`src/rtl/uart_tx_arbiter.sv`:
```
// -----------------------------------------------------------------------------
// uart_tx_arbiter
//
// Packet-level round-robin arbiter sharing the single UART TX FIFO write port
// between NUM_REQ byte-stream requesters. Once granted, a requester keeps
// ownership until its packet ends (last byte, or forced release after
// MAX_PACKET_LEN bytes), so bytes from different packets never interleave.
// The output side is a single registered byte slot that supports a
// simultaneous drain and load, giving 1 byte/cycle throughput.
//
// Ports:
//   clk        system clock
//   reset_n    synchronous active-low reset (priority over ena)
//   ena        design enable; low freezes all state and forces req_ready low
//   req_data   requester bytes, requester i on [i*DATA_WIDTH +: DATA_WIDTH]
//   req_valid  requester byte valid
//   req_last   final byte of a packet
//   req_ready  byte accepted when req_valid[i] & req_ready[i] (combinational)
//   out_data   byte to the TX FIFO
//   out_valid  out_data is valid
//   out_ready  TX FIFO accepts the byte
//   grant      one-hot current owner, zero while idle
//   busy       high while a requester owns the port
//   trunc_err  one-cycle pulse when a packet is force-released at the limit
// -----------------------------------------------------------------------------
module uart_tx_arbiter #(
  parameter int DATA_WIDTH     = 8,
  parameter int NUM_REQ        = 3,
  parameter int MAX_PACKET_LEN = 16
) (
  input  logic                          clk,
  input  logic                          reset_n,
  input  logic                          ena,
  input  logic [NUM_REQ*DATA_WIDTH-1:0] req_data,
  input  logic [NUM_REQ-1:0]            req_valid,
  input  logic [NUM_REQ-1:0]            req_last,
  output logic [NUM_REQ-1:0]            req_ready,
  output logic [DATA_WIDTH-1:0]         out_data,
  output logic                          out_valid,
  input  logic                          out_ready,
  output logic [NUM_REQ-1:0]            grant,
  output logic                          busy,
  output logic                          trunc_err
);

  localparam int PTR_W = (NUM_REQ > 1) ? $clog2(NUM_REQ) : 1;
  localparam int CNT_W = $clog2(MAX_PACKET_LEN + 1);

  // Pointer resets to the highest index so requester 0 is searched first.
  localparam logic [PTR_W-1:0]   PTR_RESET   = PTR_W'(NUM_REQ - 1);
  localparam logic [CNT_W-1:0]   CNT_LIMIT   = CNT_W'(MAX_PACKET_LEN);
  localparam logic [NUM_REQ-1:0] ONE_HOT_LSB = NUM_REQ'(1);

  typedef enum logic [0:0] {
    ST_IDLE  = 1'b0,
    ST_GRANT = 1'b1
  } state_t;

  // Registered state
  state_t                 state_r;
  logic [NUM_REQ-1:0]     grant_r;
  logic [PTR_W-1:0]       ptr_r;
  logic [CNT_W-1:0]       cnt_r;
  logic                   busy_r;
  logic                   trunc_err_r;
  logic [DATA_WIDTH-1:0]  out_data_r;
  logic                   out_valid_r;

  // Next-state values
  state_t                 state_s;
  logic [NUM_REQ-1:0]     grant_s;
  logic [PTR_W-1:0]       ptr_s;
  logic [CNT_W-1:0]       cnt_s;
  logic                   busy_s;
  logic                   trunc_err_s;
  logic [DATA_WIDTH-1:0]  out_data_s;
  logic                   out_valid_s;

  // Datapath helpers
  logic                   can_load_s;
  logic [NUM_REQ-1:0]     req_ready_s;
  logic                   accept_s;
  logic [DATA_WIDTH-1:0]  sel_data_s;
  logic                   sel_last_s;
  logic [CNT_W-1:0]       cnt_inc_s;
  logic                   at_limit_s;
  logic                   found_s;
  logic [PTR_W-1:0]       winner_s;

  // The output slot can take a new byte when empty or draining this cycle.
  assign can_load_s  = ~out_valid_r | out_ready;
  assign req_ready_s = (ena && (state_r == ST_GRANT) && can_load_s) ? grant_r
                                                                    : {NUM_REQ{1'b0}};
  assign accept_s    = |(req_valid & req_ready_s);
  assign sel_last_s  = |(req_last & grant_r);
  assign cnt_inc_s   = cnt_r + CNT_W'(1);
  assign at_limit_s  = (cnt_inc_s == CNT_LIMIT);

  // One-hot mux of the owner's byte (grant_r is one-hot or zero).
  always_comb begin
    sel_data_s = {DATA_WIDTH{1'b0}};
    for (int i = 0; i < NUM_REQ; i++) begin
      if (grant_r[i]) begin
        sel_data_s = sel_data_s | req_data[i*DATA_WIDTH +: DATA_WIDTH];
      end else begin
        sel_data_s = sel_data_s;
      end
    end
  end

  // Round-robin search: first valid requester from ptr_r+1 upward, wrapping.
  always_comb begin
    int sum_v;
    sum_v    = 0;
    found_s  = 1'b0;
    winner_s = ptr_r;
    for (int k = 1; k <= NUM_REQ; k++) begin
      sum_v = int'(ptr_r) + k;
      if (sum_v >= NUM_REQ) begin
        sum_v = sum_v - NUM_REQ;
      end else begin
        sum_v = sum_v;
      end
      if (!found_s && req_valid[sum_v]) begin
        found_s  = 1'b1;
        winner_s = PTR_W'(sum_v);
      end else begin
        found_s  = found_s;
      end
    end
  end

  // Arbitration FSM next-state logic.
  always_comb begin
    state_s     = state_r;
    grant_s     = grant_r;
    ptr_s       = ptr_r;
    cnt_s       = cnt_r;
    busy_s      = busy_r;
    trunc_err_s = 1'b0;
    case (state_r)
      ST_IDLE: begin
        if (found_s) begin
          state_s = ST_GRANT;
          grant_s = ONE_HOT_LSB << winner_s;
          ptr_s   = winner_s;
          cnt_s   = {CNT_W{1'b0}};
          busy_s  = 1'b1;
        end else begin
          state_s = ST_IDLE;
        end
      end
      ST_GRANT: begin
        if (accept_s) begin
          cnt_s = cnt_inc_s;
          // A last byte landing exactly on the limit is a clean end.
          if (sel_last_s || at_limit_s) begin
            state_s     = ST_IDLE;
            grant_s     = {NUM_REQ{1'b0}};
            busy_s      = 1'b0;
            trunc_err_s = ~sel_last_s;
          end else begin
            state_s = ST_GRANT;
          end
        end else begin
          state_s = ST_GRANT;
        end
      end
      default: begin
        state_s = ST_IDLE;
        grant_s = {NUM_REQ{1'b0}};
        busy_s  = 1'b0;
      end
    endcase
  end

  // Output slot next-state: load wins over drain so both can happen together.
  always_comb begin
    out_data_s  = out_data_r;
    out_valid_s = out_valid_r;
    if (accept_s) begin
      out_data_s  = sel_data_s;
      out_valid_s = 1'b1;
    end else if (out_valid_r && out_ready) begin
      out_valid_s = 1'b0;
    end else begin
      out_valid_s = out_valid_r;
    end
  end

  // Arbitration state registers.
  always_ff @(posedge clk) begin
    if (!reset_n) begin
      state_r     <= ST_IDLE;
      grant_r     <= {NUM_REQ{1'b0}};
      ptr_r       <= PTR_RESET;
      cnt_r       <= {CNT_W{1'b0}};
      busy_r      <= 1'b0;
      trunc_err_r <= 1'b0;
    end else if (ena) begin
      state_r     <= state_s;
      grant_r     <= grant_s;
      ptr_r       <= ptr_s;
      cnt_r       <= cnt_s;
      busy_r      <= busy_s;
      trunc_err_r <= trunc_err_s;
    end
  end

  // Output byte register.
  always_ff @(posedge clk) begin
    if (!reset_n) begin
      out_data_r  <= {DATA_WIDTH{1'b0}};
      out_valid_r <= 1'b0;
    end else if (ena) begin
      out_data_r  <= out_data_s;
      out_valid_r <= out_valid_s;
    end
  end

  assign req_ready = req_ready_s;
  assign out_data  = out_data_r;
  assign out_valid = out_valid_r;
  assign grant     = grant_r;
  assign busy      = busy_r;
  assign trunc_err = trunc_err_r;

endmodule

```
`config.mk`:
```
export PLATFORM = sky130hd
export DESIGN_NAME = uart_tx_arbiter
export DESIGN_NICKNAME = d
export VERILOG_FILES = /design/src/rtl/uart_tx_arbiter.sv
export SDC_FILE = /design/constraint.sdc
export NUM_CORES = 1
export LEC_CHECK = 0
export BUFFER_PORTS_ARGS = -buffer_cell sky130_fd_sc_hd__buf_2
export CAP_MARGIN = 10
export CORE_MARGIN = 3
export CORE_UTILIZATION = 51
export DETAILED_ROUTE_END_ITERATION = 6
export HOLD_SLACK_MARGIN = 0.06
export PLACE_DENSITY = 0.82
export RECOVER_POWER = 100
export SYNTH_ARGS = -nofsm -noshare
export SYNTH_HDL_FRONTEND = slang
export SYNTH_SLANG_ARGS = --single-unit
```
`constraint.sdc`:
```
create_clock -name clk -period 7.1 [get_ports clk]
set_clock_uncertainty 0.1 [all_clocks]
set_input_delay 0.71 -clock clk [delete_from_list [all_inputs] [get_ports clk]]
set_output_delay 0.71 -clock clk [all_outputs]
set_load 0.01 [all_outputs]
```
==> flow_metrics.tcl, run 1 <==
set metrics [dict create \
    crit_slowest_cell "o31ai_1" \
    pre_cts_ws_ns 4.32 \
    ys_types 41 \
    setup-tns-final_ns 0 \
    peakVddDrop_v 0.000153 \
    area_growth_pct 21.0 \
    yosysMostFrequentCell "dfxtp_1" \
    tritoncts "yes" \
    gp_congestion 0.861 \
    p_sw_frac 0.364 \
    p_clk_frac 0.256 \
    first_global_vias 1379 \
    grt_pass1_wl_microns 6210 \
    antennaDiodeCount 0 \
    dp_hpwl_microns 2640 \
    max_cap_viol_count 0 \
    p_leak_nw 0.586 \
    endpoint_kind "flop" \
    synth_area_per_cell_sq_um 8.26 \
    pwr-share-comb 0.342 \
    hold_viol_final 0 \
    seq_power_share 0.403 \
    final.fill_count 199 \
    cpPeakStageDelay_ns 0.96 \
    clock_latency_ns 0.32 \
    dieWidth_microns 55.6 \
    cts_buffers 3 \
    drc_errors 0 \
    port_buffers 50 \
    hold_path_class "flop to flop" \
    htree_levels 1 \
    ctsHoldBuffers 0 \
    routed_wl_microns 3660 \
    crit_type "flop to flop" \
    yosys-top-cells-area "dfxtp_1 (35%), a222oi_1 (7.2%), a211oi_1 (5.4%)" \
    rows 17 \
    cp_cell_sequence "inv_1, ha_1, and3_1, a311o_2, o31ai_1, nand2_2, a311oi_1" \
    final_area_sq_mm 0.00152 \
    rsz0062_at_grt "no" \
    synth_seq_cells 22 \
    placed_area_sq_mm 0.00151 \
    synthArstFlopShare 0 \
    hold_start "out_valid" \
    final-setup-viol-count 0 \
    critPathBufInv 1 \
    yosysWarnings 0 \
    clkTransAtPathRegs_ns 0.13 \
    synth_edf_count 0 \
    r2r_cells 7 \
    path_delay_family "compound AO/OA/AOI/OAI gates" \
    worstPathRequired_ns 7.22 \
    synth_nets 190 \
    core_area_sq_mm 0.00228 \
    grt_max_degree 24 \
    drt_iter0_markers 95 \
    grt_usage 0.248 \
    switching_power_mw 0.141 \
    clock-sinks 22 \
    r2r-start "ptr_r[0]" \
    cp_max_fo 13 \
    ys_top_cells_by_count "dfxtp_1 (22), nor2_1 (16), nand2_1 (14)" \
    hold_slack_ns 0.402 \
    pin_count 51 \
    p_int_mw 0.247 \
    syn_area_sq_mm 0.00125 \
    drive_gt1_frac 0.217 \
    timing.final.ws_setup_ns 3.72 \
    clockRootBuffer "clkbuf_4" \
    cts_buffer_depth 2 \
    vias 1432 \
    drt_pass1_iterations 7 \
    total_power_mw 0.388 \
    initial_utilization 0.551 \
    pwr_density_cell_mw_per_mm2 255 \
    avgRoutedWirePerCell_microns 16.2 \
    post-cts-setup-buffers 0 \
    drv_slew 0 \
    vias_per_cell 6.34 \
    hold_depth 2 \
    tightest_slew_ns 1.24 \
    route.antenna.remaining_nets 0 \
    path_depth 7 \
    ys.flop_type "dfxtp_1" \
    cp-startpoint "ptr_r[0]" \
    synth_top_cell_by_area "dfxtp_1" \
    grt_overflow 0 \
    netlist.area_leader.share 0.351 \
    antenna_found_initial 0 \
    finalCritPeriodShare 0.476 \
    ys_seq_area_frac 0.351 \
    synth_cells 152 \
    layout.nets 237 \
    ctsResizeCount 0 \
    fin_crit_ns 3.38 \
    arrival_ns 3.50 \
    max_slew_margin 0.169 \
    fmax_mhz 296 \
    die_area_sq_mm 0.00309 \
    status "complete, no violations" \
    start_kind "flop" \
    die_h_microns 55.6 \
]
power by group through the flow:
| stage | sequential [mW] | clock, mW | combinational (mW) |
|---|---|---|---|
| global placement | 0.157 | 0 | 0.130 |
| global route | 0.158 | 0.106 | 0.147 |
| detailed placement | 0.158 | 0 | 0.136 |
| CTS | 0.155 | 0.0995 | 0.137 |
| finish | 0.156 | 0.0991 | 0.133 |
| floorplan | 0.150 | 0 | 0.104 |
cells by family after synthesis:
| family | Yosys count | synth area share |
|---|---|---|
| flops | 22 | 0.351 |
| buf+inv | 14 | 0.0459 |
| compound gates | 53 | 0.331 |
| fa+ha+maj | 4 | 0.0399 |
| mux | 1 | 0.00798 |
| simple gates | 58 | 0.224 |
layout by cell type (no fill, tap or decap), types with 2 or more instances in the layout:
master and instances:
o21a_1 2, o221ai_1 2, and2_0 2, ha_1 4
a21oi_1 9, nor2_1 16, nor3b_1 2, nor2b_1 2
o32ai_1 2, a211oi_1 9, inv_1 4, clkbuf_4 3
o31ai_1 2, clkbuf_1 16, nand3_1 7, a222oi_1 9
nor3_1 3, dfxtp_1 22, a31oi_1 2, nand2b_1 3
buf_2 35, o21ai_0 7, nand2_1 14, and2_1 3
path summary, 6_finish.rpt:
| check | endpoint | slack, ns |
|---|---|---|
| worst min register to register | out_valid | 0.40 |
| worst max register to register | cnt_r[2] | 3.72 |
| worst min-delay path | out_valid | 0.40 |
| worst max-delay path | cnt_r[2] | 3.72 |
flip-flops by register name (all words and copies together), names as in the netlist:
| signal | cells |
|---|---|
| cnt_r | 5 |
| ptr_r | 2 |
| busy | 1 |
| out_data | 8 |
| grant | 3 |
| state_r | 1 |
| trunc_err | 1 |
| out_valid | 1 |
routing by layer:
layer / track usage / vias to the layer above / wire length (microns)
li1: - / 677 / -
met1: 0.319 / 660 / 1470
met2: 0.397 / 86 / 1780
met3: 0.0510 / 9 / 348
met4: 0.111 / 0 / 71
met5: 0 / - / 0
through the flow:
step                      instances  utilization
final                           226        0.667
after global routing            226        0.667
after CTS                       225        0.685
after detailed placement        221        0.662
after global placement          221        0.662
after floorplan                 152            -
area by class of cell:
cell class,count,area [sq um],area share
well taps,28,35.0,0.0231
flip-flops and latches,22,440,0.290
clock buffers,3,22.5,0.0148
clock inverters,1,30.0,0.0198
repair buffers,51,235,0.155
multi-input cells,116,737,0.485
inverters,5,18.8,0.0124
tightest hold or removal path, cell delays in order (launching register included):
cell	delay, ns
dfxtp_1	0.35
nand2_1	0.06
a21oi_1	0.06
No activity file was read; power rests on OpenSTA's default activity.
==> run 2, diff against run 1 <==
--- a/config.mk
+++ b/config.mk
@@ -8,10 +8,10 @@
 export BUFFER_PORTS_ARGS = -buffer_cell sky130_fd_sc_hd__buf_2
 export CAP_MARGIN = 10
 export CORE_MARGIN = 3
-export CORE_UTILIZATION = 51
+export CORE_UTILIZATION = 47
 export DETAILED_ROUTE_END_ITERATION = 6
 export HOLD_SLACK_MARGIN = 0.06
-export PLACE_DENSITY = 0.82
+export PLACE_DENSITY = 0.76
 export RECOVER_POWER = 100
 export SYNTH_ARGS = -nofsm -noshare
 export SYNTH_HDL_FRONTEND = slang
==> constraint.sdc (replaced) <==
create_clock -name clk -period 3.2 [get_ports clk]
set_clock_uncertainty 0.1 [all_clocks]
set_input_delay 0.32 -clock clk [delete_from_list [all_inputs] [get_ports clk]]
set_output_delay 0.32 -clock clk [all_outputs]
set_load 0.01 [all_outputs]
==> flow_metrics.tcl, run 2 (synthesis results as in run 1) <==
set metrics [dict create \
    grt_overflow 0 \
    tritoncts "yes" \
    arrival_ns 2.82 \
    max_slew_margin 0.385 \
    die_area_sq_mm 0.00333 \
    cts_buffers 3 \
    clkTransAtPathRegs_ns 0.13 \
    rsz0062_at_grt "no" \
    drc_errors 0 \
    antennaDiodeCount 0 \
    clockRootBuffer "clkbuf_4" \
    drive_gt1_frac 0.222 \
    largest_register_ffs 8 \
    layout.nets 237 \
    drt_pass1_iterations 5 \
    hold_viol_final 0 \
    max_cap_viol_count 0 \
    status "complete, no violations" \
    drt_iter0_markers 62 \
    ctsResizeCount 0 \
    vias 1370 \
    grt_usage 0.199 \
    die_h_microns 57.7 \
    grt_pass1_wl_microns 5290 \
    ctsHoldBuffers 0 \
    antenna_found_initial 0 \
    grt_max_degree 24 \
    gp_congestion 0.896 \
    use_met3 0.0579 \
    dieWidth_microns 57.7 \
    first_global_vias 1248 \
    dp_hpwl_microns 2450 \
    grtUsageMet1 0.234 \
    routed_wl_microns 3210 \
    rows 18 \
    peakVddDrop_v 0.000311 \
    fin_crit_ns 2.69 \
    setup-tns-final_ns 0 \
    clock_latency_ns 0.31 \
    hold_slack_ns 0.182 \
    pin_count 51 \
    htree_levels 1 \
    reg2reg_slack_ns 0.51 \
    drv_slew 0 \
    cp_max_fo 13 \
    fmax_mhz 372 \
    core_area_sq_mm 0.00250 \
    cts_buffer_depth 2 \
    start_kind "flop" \
    tightest_slew_ns 0.923 \
    worstPathRequired_ns 3.33 \
    layout_common_cells "buf_2 (36), dfxtp_1 (22), nor2_1 (16), nand2_1 (15), clkbuf_1 (15)" \
    crit_type "flop to flop" \
    final_area_sq_mm 0.00152 \
    vias_per_cell 6.01 \
    top_usage_layer "met2" \
    finalCritPeriodShare 0.839 \
    avgRoutedWirePerCell_microns 14.1 \
    area_growth_pct 21.2 \
    endpoint_kind "flop" \
    placed_area_sq_mm 0.00152 \
    total_power_mw 0.787 \
    clock-sinks 22 \
    final-setup-viol-count 0 \
    initial_utilization 0.502 \
    p_leak_nw 0.584 \
    hold_path_class "primary input to flop" \
    grt_use_met2 0.335 \
    post-cts-setup-buffers 0 \
    pwr_density_cell_mw_per_mm2 517 \
    route.antenna.remaining_nets 0 \
    final_common_cell "buf_2" \
    port_buffers 50 \
]
[run 2: changes by cell type in the layout (fill, tap and decap cells not counted), sizes merged]
cell    delta
buf        +1
bufinv     -1
[run 2: final cells by class]
| cell class | count | area (sq um) |
|---|---|---|
| Tap cell | 30 | 37.5 |
| Inverter | 5 | 18.8 |
| Sequential cell | 22 | 440 |
| Fill cell | 255 | 978 |
| Timing Repair Buffer | 51 | 236 |
| Clock buffer | 4 | 36.3 |
| Multi-Input combinational cell | 116 | 752 |
[run 2: per-stage QoR]
stage / setup slack (ns) / std cells / utilization
2_1_floorplan: 0.949 / 152 / -
3_3_place_gp: 0.678 / 224 / 0.607
3_5_place_dp: 0.594 / 224 / 0.607
4_1_cts: 0.568 / 228 / 0.621
5_1_grt: 0.249 / 228 / 0.609
6_report: 0.514 / 228 / 0.609
[run 2: report_power, final]
group          internal (mW)  total (mW)  leakage [nW]  switching [mW]
sequential             0.300       0.340         0.179          0.0407
combinational          0.122       0.291         0.384           0.169
clock                 0.0696       0.155        0.0210          0.0858
[run 2: critical path, stage by stage, from the launching register on]
cell	delay (ns)
dfxtp_1	0.47
inv_1	0.11
ha_1	0.45
and3_1	0.20
a311o_1	0.41
o31ai_4	0.43
nand2_1	0.16
a311oi_1	0.26
[run 2: layer usage]
layer  share of wire  up-vias
met5               0        -
met3            0.11        7
met1            0.42      621
met4           0.018        0
met2            0.46       63
li1                -      679
[run 2: path summary, 6_finish.rpt]
| check | from | endpoint | cells past startpoint |
|---|---|---|---|
| setup / recovery | ptr_r[0] | cnt_r[2] | 7 |
| hold / removal | out_ready | out_valid | 4 |
| setup reg to reg | ptr_r[0] | cnt_r[2] | 7 |
| hold reg to reg | out_valid | out_valid | 2 |
==> run 3, diff against run 2 <==
--- a/config.mk
+++ b/config.mk
@@ -5,13 +5,14 @@
 export SDC_FILE = /design/constraint.sdc
 export NUM_CORES = 1
 export LEC_CHECK = 0
+export ABC_AREA = 1
 export BUFFER_PORTS_ARGS = -buffer_cell sky130_fd_sc_hd__buf_2
 export CAP_MARGIN = 10
 export CORE_MARGIN = 3
-export CORE_UTILIZATION = 47
+export CORE_UTILIZATION = 49
 export DETAILED_ROUTE_END_ITERATION = 6
 export HOLD_SLACK_MARGIN = 0.06
-export PLACE_DENSITY = 0.76
+export PLACE_DENSITY = 0.77
 export RECOVER_POWER = 100
 export SYNTH_ARGS = -nofsm -noshare
 export SYNTH_HDL_FRONTEND = slang
==> constraint.sdc (replaced) <==
create_clock -name clk -period 2.7 [get_ports clk]
set_clock_uncertainty 0.1 [all_clocks]
set_input_delay 0.27 -clock clk [delete_from_list [all_inputs] [get_ports clk]]
set_output_delay 0.27 -clock clk [all_outputs]
set_load 0.01 [all_outputs]
==> flow_metrics.tcl, run 3 <==
set metrics [dict create \
    r2r-start "ptr_r[0]" \
    synth_cells 190 \
    first_global_vias 1192 \
    pwr_density_cell_mw_per_mm2 976 \
    peakVddDrop_v 0.000721 \
    endpoint_kind "flop" \
    grt_overflow 0 \
    setup-tns-final_ns 0 \
    cp_max_fo 8 \
    final-setup-viol-count 0 \
    post-cts-setup-buffers 0 \
    max_slew_margin 0.640 \
    ys.flop_type "dfxtp_1" \
    pin_count 51 \
    dieWidth_microns 59 \
    drt_pass1_iterations 4 \
    tightest_slew_ns 0.539 \
    grt_usage 0.192 \
    synth_xor_area_frac 0.0127 \
    drive_gt1_frac 0.236 \
    die_area_sq_mm 0.00348 \
    htree_levels 1 \
    p_int_mw 0.852 \
    route.antenna.remaining_nets 0 \
    port_buffers 50 \
    antenna_found_initial 0 \
    synth_top_cell_by_area "dfxtp_1" \
    final.fill_count 264 \
    p_sw_frac 0.462 \
    synth_seq_cells 22 \
    yosys.area_share.simple 0.291 \
    hold_path_class "primary input to flop" \
    synth_area_per_cell_sq_um 7.24 \
    status "complete, no violations" \
    dp_hpwl_microns 2440 \
    routed_wl_microns 3230 \
    hold_viol_final 0 \
    clkTransAtPathRegs_ns 0.13 \
    ctsHoldBuffers 0 \
    antennaDiodeCount 0 \
    cp-startpoint "ptr_r[0]" \
    ys_types 28 \
    yosysWarnings 0 \
    vias 1356 \
    layout.nets 276 \
    tritoncts "yes" \
    core_area_sq_mm 0.00257 \
    hold_start "req_data[18]" \
    cts_buffer_depth 2 \
    layout_common_cells "nand2_1 (41), buf_2 (34), a21oi_1 (27), dfxtp_1 (22), nor2_1 (17)" \
    fmax_mhz 448 \
    fin_util 0.633 \
    p_clk_frac 0.161 \
    cts_buffers 3 \
    total_power_mw 1.59 \
    switching_power_mw 0.733 \
    synth_top_family_by_area "simple AND/OR/NAND/NOR gates" \
    finalCritPeriodShare 0.827 \
    largest_register_ffs 8 \
    seq_power_share 0.285 \
    synth_nets 228 \
    synthArstFlopShare 0 \
    hold_slack_ns 0.129 \
    final_area_sq_mm 0.00162 \
    avgRoutedWirePerCell_microns 12.1 \
    final_common_cell "nand2_1" \
    ys_seq_area_frac 0.320 \
    p_leak_nw 0.750 \
    ctsResizeCount 0 \
    initial_utilization 0.536 \
    worstPathRequired_ns 2.86 \
    synth_mux_area_frac 0 \
    grt_max_degree 23 \
    rsz0062_at_grt "no" \
    netlist.area_leader.share 0.320 \
    start_kind "flop" \
    pwr-share-comb 0.554 \
    vias_per_cell 5.08 \
    drt_iter0_markers 49 \
    rows 18 \
    crit_type "flop to flop" \
    synth_edf_count 0 \
    placed_area_sq_mm 0.00162 \
    clockRootBuffer "clkbuf_4" \
    syn_area_sq_mm 0.00138 \
    ys_top_cells_by_count "nand2_1 (40), a21oi_1 (26), dfxtp_1 (22)" \
    drv_slew 0 \
    yosysMostFrequentCell "nand2_1" \
    grt_pass1_wl_microns 5190 \
    max_cap_viol_count 0 \
    die_h_microns 59 \
    synth-compound-area-share 0.248 \
    area_growth_pct 18.0 \
    gp_congestion 0.786 \
    synth-adder-area-share 0.0364 \
    clock-sinks 22 \
    arrival_ns 2.40 \
    drc_errors 0 \
    yosys-top-cells-area "dfxtp_1 (32%), nand2_1 (11%), a21oi_1 (9.5%)" \
    fin_crit_ns 2.23 \
    clock_latency_ns 0.32 \
]
-- run 3: cell count changes in the layout (fill, tap and decap cells not counted), sizes merged, moves of 9 or more --
cell	delta
nand2	+34
a21oi	+21
inv	+14
a211oi	-9
a222oi	-9
a22o	+9
-- run 3: cell type report --
cell class	instances	area, sq um	share of cell area
inverters	18	70.1	0.0431
flip-flops and latches	22	440	0.271
repair buffers	51	238	0.146
clock buffers	3	22.5	0.0139
multi-input cells	142	786	0.484
well taps	30	37.5	0.0231
clock inverters	1	30.0	0.0185
-- run 3: power groups by stage --
stage | Sequential, mW | Clock [mW] | Combinational, mW
after floorplan | 0.442 | 0 | 0.769
after global placement | 0.462 | 0 | 0.905
after detailed placement | 0.462 | 0 | 0.907
after CTS | 0.455 | 0.258 | 0.911
after global routing | 0.465 | 0.271 | 1.00
final | 0.452 | 0.255 | 0.878
-- run 3: kinds of logic (layout without fill, tap and decap cells) --
| kind of cell | count (synthesis) | after routing |
|---|---|---|
| AOI/OAI and AO/OA | 55 | 55 |
| xor gates and xnor gates | 2 | 2 |
| adders and majority gates | 4 | 4 |
| buffers and inverters | 26 | 73 |
| DFF | 22 | 22 |
| and+or+nand+nor | 81 | 81 |
-- run 3: per-layer routing --
layer	global-route usage	vias to the layer above	routed length, microns
met1	0.263	593	1560
met3	0.0523	2	155
met5	0	-	0
li1	-	729	-
met4	0.0291	0	19
met2	0.308	32	1490
-- run 3: through the flow --
step / cells / setup slack (ns)
final: 267 / 0.467
after global routing: 267 / 0.216
after CTS: 267 / 0.607
after detailed placement: 263 / 0.633
after global placement: 263 / 0.676
after floorplan: 190 / 0.872
-- run 3: worst paths after layout --
path | endpoint | slack (ns) | depth (start not counted)
setup / recovery | grant[1] | 0.47 | 10
setup reg to reg | grant[1] | 0.47 | 10
hold / removal | out_data[2] | 0.13 | 3
hold reg to reg | busy | 0.37 | 2
-- run 3: worst max-delay path: stages, from the launching register on --
cell and delay (ns):
dfxtp_1 0.40, inv_1 0.12, ha_1 0.49, inv_4 0.09
o21ai_0 0.15, nand2_2 0.13, nand2_4 0.11, nor2_1 0.04
nor2_1 0.20, o21ai_0 0.19, a21oi_2 0.16
